### src/rtl/uart_rx_ctrl.sv
// UART receive controller: tick generator, 2-flop input synchronizer,
// start/data/stop sequencer, FWFT receive FIFO and sticky error flags.
// Ports: clk, reset (sync, active-high), rx_en, rxd, clr_err, os_tick,
//        rx_data/rx_valid/rx_ready (FIFO head handshake), busy,
//        framing_err, overrun, fifo_count.
module uart_rx_ctrl #(
    parameter int CLK_DIV    = 27,
    parameter int OVERSAMPLE = 8,
    parameter int DATA_BITS  = 8,
    parameter int FIFO_DEPTH = 4
) (
    input  logic                          clk,
    input  logic                          reset,
    input  logic                          rx_en,
    input  logic                          rxd,
    input  logic                          clr_err,
    output logic                          os_tick,
    output logic [DATA_BITS-1:0]          rx_data,
    output logic                          rx_valid,
    input  logic                          rx_ready,
    output logic                          busy,
    output logic                          framing_err,
    output logic                          overrun,
    output logic [$clog2(FIFO_DEPTH):0]   fifo_count
);

    localparam int AW = $clog2(FIFO_DEPTH);
    localparam int CW = AW + 1;
    localparam int DW = $clog2(CLK_DIV);
    localparam int TW = $clog2(OVERSAMPLE + 1);
    localparam int BW = $clog2(DATA_BITS + 1);

    typedef enum logic [2:0] {
        IDLE, START, DATA, STOP, WAIT_IDLE
    } state_t;

    logic [DW-1:0]        div_cnt;
    logic                 sync1;
    logic                 rxd_s;
    state_t               state;
    logic [TW-1:0]        tcnt;
    logic [TW-1:0]        tcnt_nx;
    logic [BW-1:0]        bitcnt;
    logic [DATA_BITS-1:0] shift;
    logic                 stop_pt;
    logic                 push;
    logic                 ferr_set;
    logic                 ovr_set;
    logic                 pop;
    logic                 full;
    logic                 do_push;
    logic [AW-1:0]        wr_ptr;
    logic [AW-1:0]        rd_ptr;
    logic [CW-1:0]        count;
    logic [DATA_BITS-1:0] mem [FIFO_DEPTH];

    // Tick generator runs regardless of rx_en
    always_ff @(posedge clk) begin
        if (reset)
            div_cnt <= '0;
        else if (div_cnt == DW'(CLK_DIV - 1))
            div_cnt <= '0;
        else
            div_cnt <= div_cnt + 1'b1;
    end

    assign os_tick = (div_cnt == DW'(CLK_DIV - 1));

    always_ff @(posedge clk) begin
        if (reset) begin
            sync1 <= 1'b1;
            rxd_s <= 1'b1;
        end else begin
            sync1 <= rxd;
            rxd_s <= sync1;
        end
    end

    // tcnt_nx is the count this tick brings us to
    assign tcnt_nx  = tcnt + 1'b1;
    assign stop_pt  = rx_en && (state == STOP) && os_tick &&
                      (tcnt_nx == TW'(OVERSAMPLE));
    assign push     = stop_pt && rxd_s;
    assign ferr_set = stop_pt && !rxd_s;

    always_ff @(posedge clk) begin
        if (reset) begin
            state  <= IDLE;
            tcnt   <= '0;
            bitcnt <= '0;
            shift  <= '0;
        end else if (!rx_en) begin
            state <= IDLE;
            tcnt  <= '0;
        end else if (os_tick) begin
            unique case (state)
                IDLE: begin
                    if (!rxd_s) begin
                        state <= START;
                        tcnt  <= TW'(1);
                    end
                end
                START: begin
                    if (tcnt_nx == TW'(OVERSAMPLE / 2)) begin
                        if (rxd_s) begin
                            state <= IDLE;
                        end else begin
                            state  <= DATA;
                            tcnt   <= '0;
                            bitcnt <= '0;
                        end
                    end else begin
                        tcnt <= tcnt_nx;
                    end
                end
                DATA: begin
                    if (tcnt_nx == TW'(OVERSAMPLE)) begin
                        // LSB arrives first, so shift in from the top
                        shift <= {rxd_s, shift[DATA_BITS-1:1]};
                        tcnt  <= '0;
                        if (bitcnt == BW'(DATA_BITS - 1))
                            state <= STOP;
                        else
                            bitcnt <= bitcnt + 1'b1;
                    end else begin
                        tcnt <= tcnt_nx;
                    end
                end
                STOP: begin
                    if (tcnt_nx == TW'(OVERSAMPLE)) begin
                        state <= rxd_s ? IDLE : WAIT_IDLE;
                        tcnt  <= '0;
                    end else begin
                        tcnt <= tcnt_nx;
                    end
                end
                WAIT_IDLE: begin
                    if (rxd_s)
                        state <= IDLE;
                end
                default: state <= IDLE;
            endcase
        end
    end

    assign busy = (state != IDLE);

    // FIFO: a push into a full FIFO only lands if the head leaves this cycle
    assign rx_valid = (count != '0);
    assign full     = (count == CW'(FIFO_DEPTH));
    assign pop      = rx_valid && rx_ready;
    assign do_push  = push && (!full || pop);
    assign ovr_set  = push && full && !pop;

    always_ff @(posedge clk) begin
        if (do_push)
            mem[wr_ptr] <= shift;
    end

    always_ff @(posedge clk) begin
        if (reset) begin
            wr_ptr <= '0;
            rd_ptr <= '0;
            count  <= '0;
        end else begin
            if (do_push)
                wr_ptr <= wr_ptr + 1'b1;
            if (pop)
                rd_ptr <= rd_ptr + 1'b1;
            count <= count + CW'(do_push) - CW'(pop);
        end
    end

    assign rx_data    = rx_valid ? mem[rd_ptr] : '0;
    assign fifo_count = count;

    // Set beats clear when both land in the same cycle
    always_ff @(posedge clk) begin
        if (reset) begin
            framing_err <= 1'b0;
            overrun     <= 1'b0;
        end else begin
            framing_err <= ferr_set || (framing_err && !clr_err);
            overrun     <= ovr_set || (overrun && !clr_err);
        end
    end

endmodule

### config.mk
export PLATFORM = sky130hd
export DESIGN_NAME = uart_rx_ctrl
export DESIGN_NICKNAME = d
export VERILOG_FILES = /design/src/rtl/uart_rx_ctrl.sv
export SDC_FILE = /design/constraint.sdc
export NUM_CORES = 1
export LEC_CHECK = 0
export CAP_MARGIN = 15
export CORE_UTILIZATION = 62
export CTS_CLUSTER_DIAMETER = 100
export CTS_CLUSTER_SIZE = 40
export DETAILED_ROUTE_END_ITERATION = 10
export PLACE_DENSITY = 0.9
export RECOVER_POWER = 25
export SLEW_MARGIN = 5
export SYNTH_ARGS = -nofsm -noshare
export SYNTH_HDL_FRONTEND = slang
export SYNTH_SLANG_ARGS = --single-unit
### constraint.sdc
create_clock -name clk -period 4.5 [get_ports clk]
set_input_delay 0.9 -clock clk [delete_from_list [all_inputs] [get_ports clk]]
set_output_delay 0.9 -clock clk [all_outputs]
set_load 0.02 [all_outputs]
==> Word level (Yosys, flattened, before mapping) <==
Memory sizes are Yosys's and may differ from the RTL's. A register that Yosys moved wholly into a read port is not among the register bits.
Index checks and enable logic that the tools add are counted.
W data, S select, Z words.
{ "totals": {"register_bits": 35, "ramBits": 32, "in_bits": 6, "out_inout_bits": 16, "word_cells": 92, "mem_count": 1} }
{ "op_classes": {"addsub": 7, "n_eq_ne": 18, "muxes": 23, "bitwise_logic": 1, "n_reduce_logical": 30} }
{ "mem_list": {"columns": ["name", "depth", "word_bits", "rd", "rd_clocked_by_memory_dff", "write_ports", "line", "rtl"], "rows": [
  ["mem", 4, 8, 1, 1, 1, "55", "logic [DATA_BITS-1:0] mem [FIFO_DEPTH];"]
]} }
{ "ops": {"columns": ["cell", "count"], "rows": [
  ["$mux W4", 7],
  ["$mux W3", 7],
  ["$pmux W3 S5", 1],
  ["$ne A2 B2 Y1 const B", 7],
  ["$reduce_and A7 Y1", 2],
  ["$pmux W4 S3", 1],
  ["$logic_and A1 B1 Y1", 11],
  ["$reduce_bool A3 Y1", 3],
  ["$add A4 B1 Y4 const B", 2],
  ["$eq A4 B3 Y1 const B", 2],
  ["$mux W8", 1],
  ["$pmux W4 S2", 1],
  ["$reduce_and A4 Y1", 2],
  ["$eq A3 B2 Y1 const B", 2],
  ["$eq A3 B3 Y1 const B", 2],
  ["$mux W2", 3],
  ["$reduce_or A2 Y1", 3],
  ["$add A5 B1 Y5 const B", 1],
  ["$eq A5 B5 Y1 const B", 1],
  ["$add A2 B1 Y2 const B", 2],
  ["$eq A4 B4 Y1 const B", 1],
  ["$logic_not A1 Y1", 4],
  ["$add A3 B1 Y3", 1],
  ["$eq A3 B1 Y1 const B", 1],
  ["other kinds (8)", 11]
]} }

==> Logic depth before layout (Yosys ltp) <==
{ "depth": {"depth_word": 8, "depth_mapped": 14, "depth_no_buf": 14} }

==> Worst setup path after synthesis <==
Ideal clock, no wire load.
{ "synth_timing": {"path_type": "reg2reg", "startpoint": "register div_cnt[0]", "endpoint": "register count[2], in the netlist fifo_count[2]", "setup_time_ns": 0.128, "arrival_ns": 2.737, "required_ns": 4.372, "path_slack_ns": 1.635, "path_stages_with_launch": 15, "n_path_buf": 0, "synth_period_minus_slack_ns": 2.865, "cell_sequence": "dfxtp_1 > inv_1 > ha_1 > nand4b_1 > inv_1 > nand2_1 > a2111oi_4 > inv_1 > ha_1 > inv_1 > ha_1 > fa_1 > xnor2_1 > xnor2_1 > nor2_1"} }
{ "synth_via": {"elab_chain_len": 7} }
{ "synth_rtl": {"columns": ["item", "line", "rtl"], "rows": [
  ["from (decl)", "37", "logic [DW-1:0] div_cnt;"],
  ["from (signal assigned)", "64", "div_cnt <= div_cnt + 1'b1;"],
  ["$eq A5 B5 Y1", "67", "assign os_tick = (div_cnt == DW'(CLK_DIV - 1));"],
  ["via os_tick", "17", "output logic os_tick,"],
  ["$logic_and A1 B1 Y1 (2 in series)", "81", "assign stop_pt = rx_en && (state == STOP) && os_tick &&"],
  ["$logic_and A1 B1 Y1", "83", "assign push = stop_pt && rxd_s;"],
  ["$logic_and A1 B1 Y1", "152", "assign do_push = push && (!full || pop);"],
  ["$add A3 B1 Y3", "170", "count <= count + CW'(do_push) - CW'(pop);"],
  ["$sub A3 B1 Y3", "170", null],
  ["to (signal assigned)", "170", null],
  ["to (decl)", "54", "logic [CW-1:0] count;"]
]} }
The timed path passes the listed nets, and every way through them passes these cells.
A chain may end at the register's enable or synchronous reset.

==> Worst setup path after layout <==
{ "layout_timing": {"startpoint": "input port rx_en", "endpoint": "register count[2], in the netlist fifo_count[2]"} }
{ "layout_via": {"elab_chain_len": 7} }
{ "layout_rtl": {"columns": ["item", "line", "rtl"], "rows": [
  ["from (decl)", "14", "input logic rx_en,"],
  ["$logic_and A1 B1 Y1 (3 in series)", "81", null],
  ["$logic_and A1 B1 Y1", "83", null],
  ["$logic_and A1 B1 Y1", "152", null],
  ["$add A3 B1 Y3", "170", null],
  ["$sub A3 B1 Y3", "170", null]
]} }
Every way passes these cells.

==> key figures <==
Synth
  • Cells after Synth: approximately 260
  • Warnings, synthesis: 0
  • Synthesized area per cell: approximately 12 um^2
  • Simple-gate share of the synthesized area: approximately 16%
  • Netlist cell types: 51
  • Ys async rst share: 0%
  • Synth Area in Compound Gates: between 10 and 15%
  • EDFF count, synth: 32
  • Syn Nets: approximately 280
  • Synth Cell Area: 3129 um^2
  • Largest family of logic cells by synthesized area: simple AND/OR/NAND/NOR gates
  • Ys flop type: dfxtp_1
  • Adder-cell area share of the yosys netlist: 5.038%
  • Yosys reg bits: just under 70
  • Post-synthesis mux area share: 9.276%
  • Sequential fraction of the synthesis area: 54.38%
  • XOR/XNOR Fraction of Synth Area: between 2 and 3%

GRT
  • Global-route wire length before repair: between 9 and 10 mm
  • All-Layer GR Usage: 24.00%
  • GRT overflow: 0
  • Initial antenna violation count: 0
  • Pin count of the biggest net entering global routing: 29
  • Vias in the first global route: 2035

Run status
  • Status: finished, final reports clean

Cells and area
  • Core Util, Final: 74.75%
  • # diodes: 0
  • Final nets: about 300
  • Fill cell count: roughly 310
  • Layout cells sized above 1: 11.00%
  • Multi-input gate area: 1340 um^2
  • Storage cell area: 1702 um^2
  • Synth-to-layout area growth: 14.31%

Routing
  • Detailed Routing Iterations Pass 1: 4
  • DRT iter0 DRCs: 186
  • DR WL/cell: 15.85 um
  • WL final: 5.675 mm
  • DR vias: 2067
  • Vias/cell: 5.774
  • Antenna Violating Nets Remaining: 0
  • DRC: 0

Timing
  • Fin crit share: around three quarters
  • Final min period: roughly 3300 ps
  • Unrepaired setup endpoints after global routing: no
  • Relative slew slack: 51.04%
  • TNS Setup: 0 ps
  • Final Hold Viols: 0
  • F_max: 302.8 MHz
  • Skew final: 11.07 ps
  • Max-slew violations: 0
  • Slew @ Worst Pin: 724.2 ps
  • Final worst slack: ~1200 ps
  • Setup Viol. Count Final: 0

Floorplanning
  • Std-Cell Rows: 25
  • Initial cell density of the core: 65.39%
  • Die H: 73.05 um
  • Die Wd: 73.05 um
  • CORE AREA: 4786 um^2
  • Die ar.: 5336 um^2
  • IO Pins: 22

Power and ir drop
  • Worst VDD drop: roughly 0.00032 V
  • Pwr Total: 1408 uW
  • Leakage: 0.001421 uW
  • Pwr/cell area: 393.5 nW/um^2

Worst setup path
  • Register-to-register setup slack: 1240 ps
  • R2R cell count: 11
  • Setup Crit Path Kind: in -> reg
  • CP required: 4710 ps
  • Arrival time at the worst endpoint: 3510 ps
  • Crit. End Element: register
  • Crit path max fanout: 7
  • Worst Setup Start Kind: primary input

CTS
  • Clk root buf: clkbuf_8
  • CTS tree: done
  • Worst-path clk slew: 70 ps
  • Worst-case clock buffer depth: 2
  • CTS Buf Count: 9
  • Sink Count: between 60 and 70
  • CTS H-tree lvls: 3
  • Post_cts resized: 0
  • Clock latency on the worst-skew pair: 340 ps
  • Postcts setup bufs: 0
  • Hold_buf cts: 0

Placed design
  • IO Port Bufs: 21
  • Dpl ws: around 900 ps
  • GPL Wtd Cong: 0.9735
  • HPWL after detailed placement: 3.887 mm

Min path
  • WHS Path Cells: 1
  • Min-delay worst type: reg -> reg

Job
  • Max Cap Violations: 0
## registers in the layout, indices dropped and copies added (netlist names), named ones only
register     count
bitcnt           4
wr_ptr           2
sync1            1
rxd_s            1
shift            8
overrun          1
state            3
div_cnt          5
rd_ptr           2
framing_err      1
tcnt             4
fifo_count       3
mem             32
## report_power, final
part / internal, uW / leakage, uW / switching (uW)
logic: 105 / 0.000652 / 103
clock network: 253 / 0.0000968 / 228
registers: 677 / 0.000673 / 42.9
total: 1030 / 0.00142 / 374
## Yosys cell counts (all sizes together), types with 3 or more instances
master	n	area, um^2
a211oi	3	22.52
a21boi	3	22.52
a21oi	8	43.79
and2	14	87.58
clkbuf	10	37.54
dfxtp	37	740.7
edfxtp	32	960.9
ha	11	137.6
inv	12	45.04
mux2i	11	110.1
mux4	8	180.2
nand2	10	37.54
nand2b	6	37.54
nand3	6	30.03
nand3b	3	22.52
nor2	27	101.4
nor2b	6	37.54
nor3	4	20.02
nor3b	3	27.52
o21ai	6	30.03
o22ai	3	18.77
xnor2	6	52.55
xor2	3	26.28
## routing by layer
layer  vias up  part of all wire [%]  GRT usage (%)
met5         -                     0              0
met4         0                   1.3          10.46
met3         8                   3.6          5.801
met2        48                    52          39.92
met1      1012                    43          29.76
li1        999                     -              -
## worst max-delay path, cell delays in order
cell             delay (ps)
clkdlybuf4s50_1         510
nand2_1                 120
a2111oi_4               540
inv_1                   100
ha_1                    290
inv_1                    40
ha_1                    180
fa_1                    380
xnor2_1                 220
xnor2_1                 170
nor2_1                   70
## layout by cell type, fill, tap and decap left out, types with 4 or more instances in the layout
cell              n
xnor2_1           6
and2_1           14
nor2_1           27
nand2b_1          6
nand2_1          10
clkdlybuf4s50_1  21
dfxtp_1          37
nand3_1           6
a21oi_1           7
clkbuf_8          9
mux2i_1          11
mux4_2            8
ha_1             11
o21ai_0           6
nor2b_1           6
nor3_1            4
edfxtp_1         32
inv_1            12
## final timing paths
kind | from | endpoint
setup / recovery | rx_en | fifo_count[2]
hold reg to reg | sync1 | rxd_s
setup reg to reg | tcnt[0] | fifo_count[2]
hold / removal | sync1 | rxd_s
## stage by stage
stage	cell area (um^2)	cells	hold slack [ps]
after floorplan	3129	264	389.5
after global placement	3388	342	393.1
after detailed placement	3388	342	402.9
after CTS	3577	358	420.5
after global routing	3577	358	442.4
final	3577	358	414.8
## logic make-up after synthesis
kind of cell,count (synthesis)
XOR/XNOR,9
AO/OA/AOI/OAI,41
flip-flops,69
buffers and inverters,23
AND/OR/NAND/NOR,91
adder cells (fa/ha/maj),12
multiplexers,19
## layout make-up
type | instances | share of cell area, %
well taps | 67 | 2.343
clock inverters | 7 | 1.819
multi-input cells | 172 | 37.46
clock buffers | 9 | 3.463
flip-flops and latches | 69 | 47.57
inverters | 12 | 1.259
repair buffers | 22 | 6.086
(Power assumes the default switching activity.)
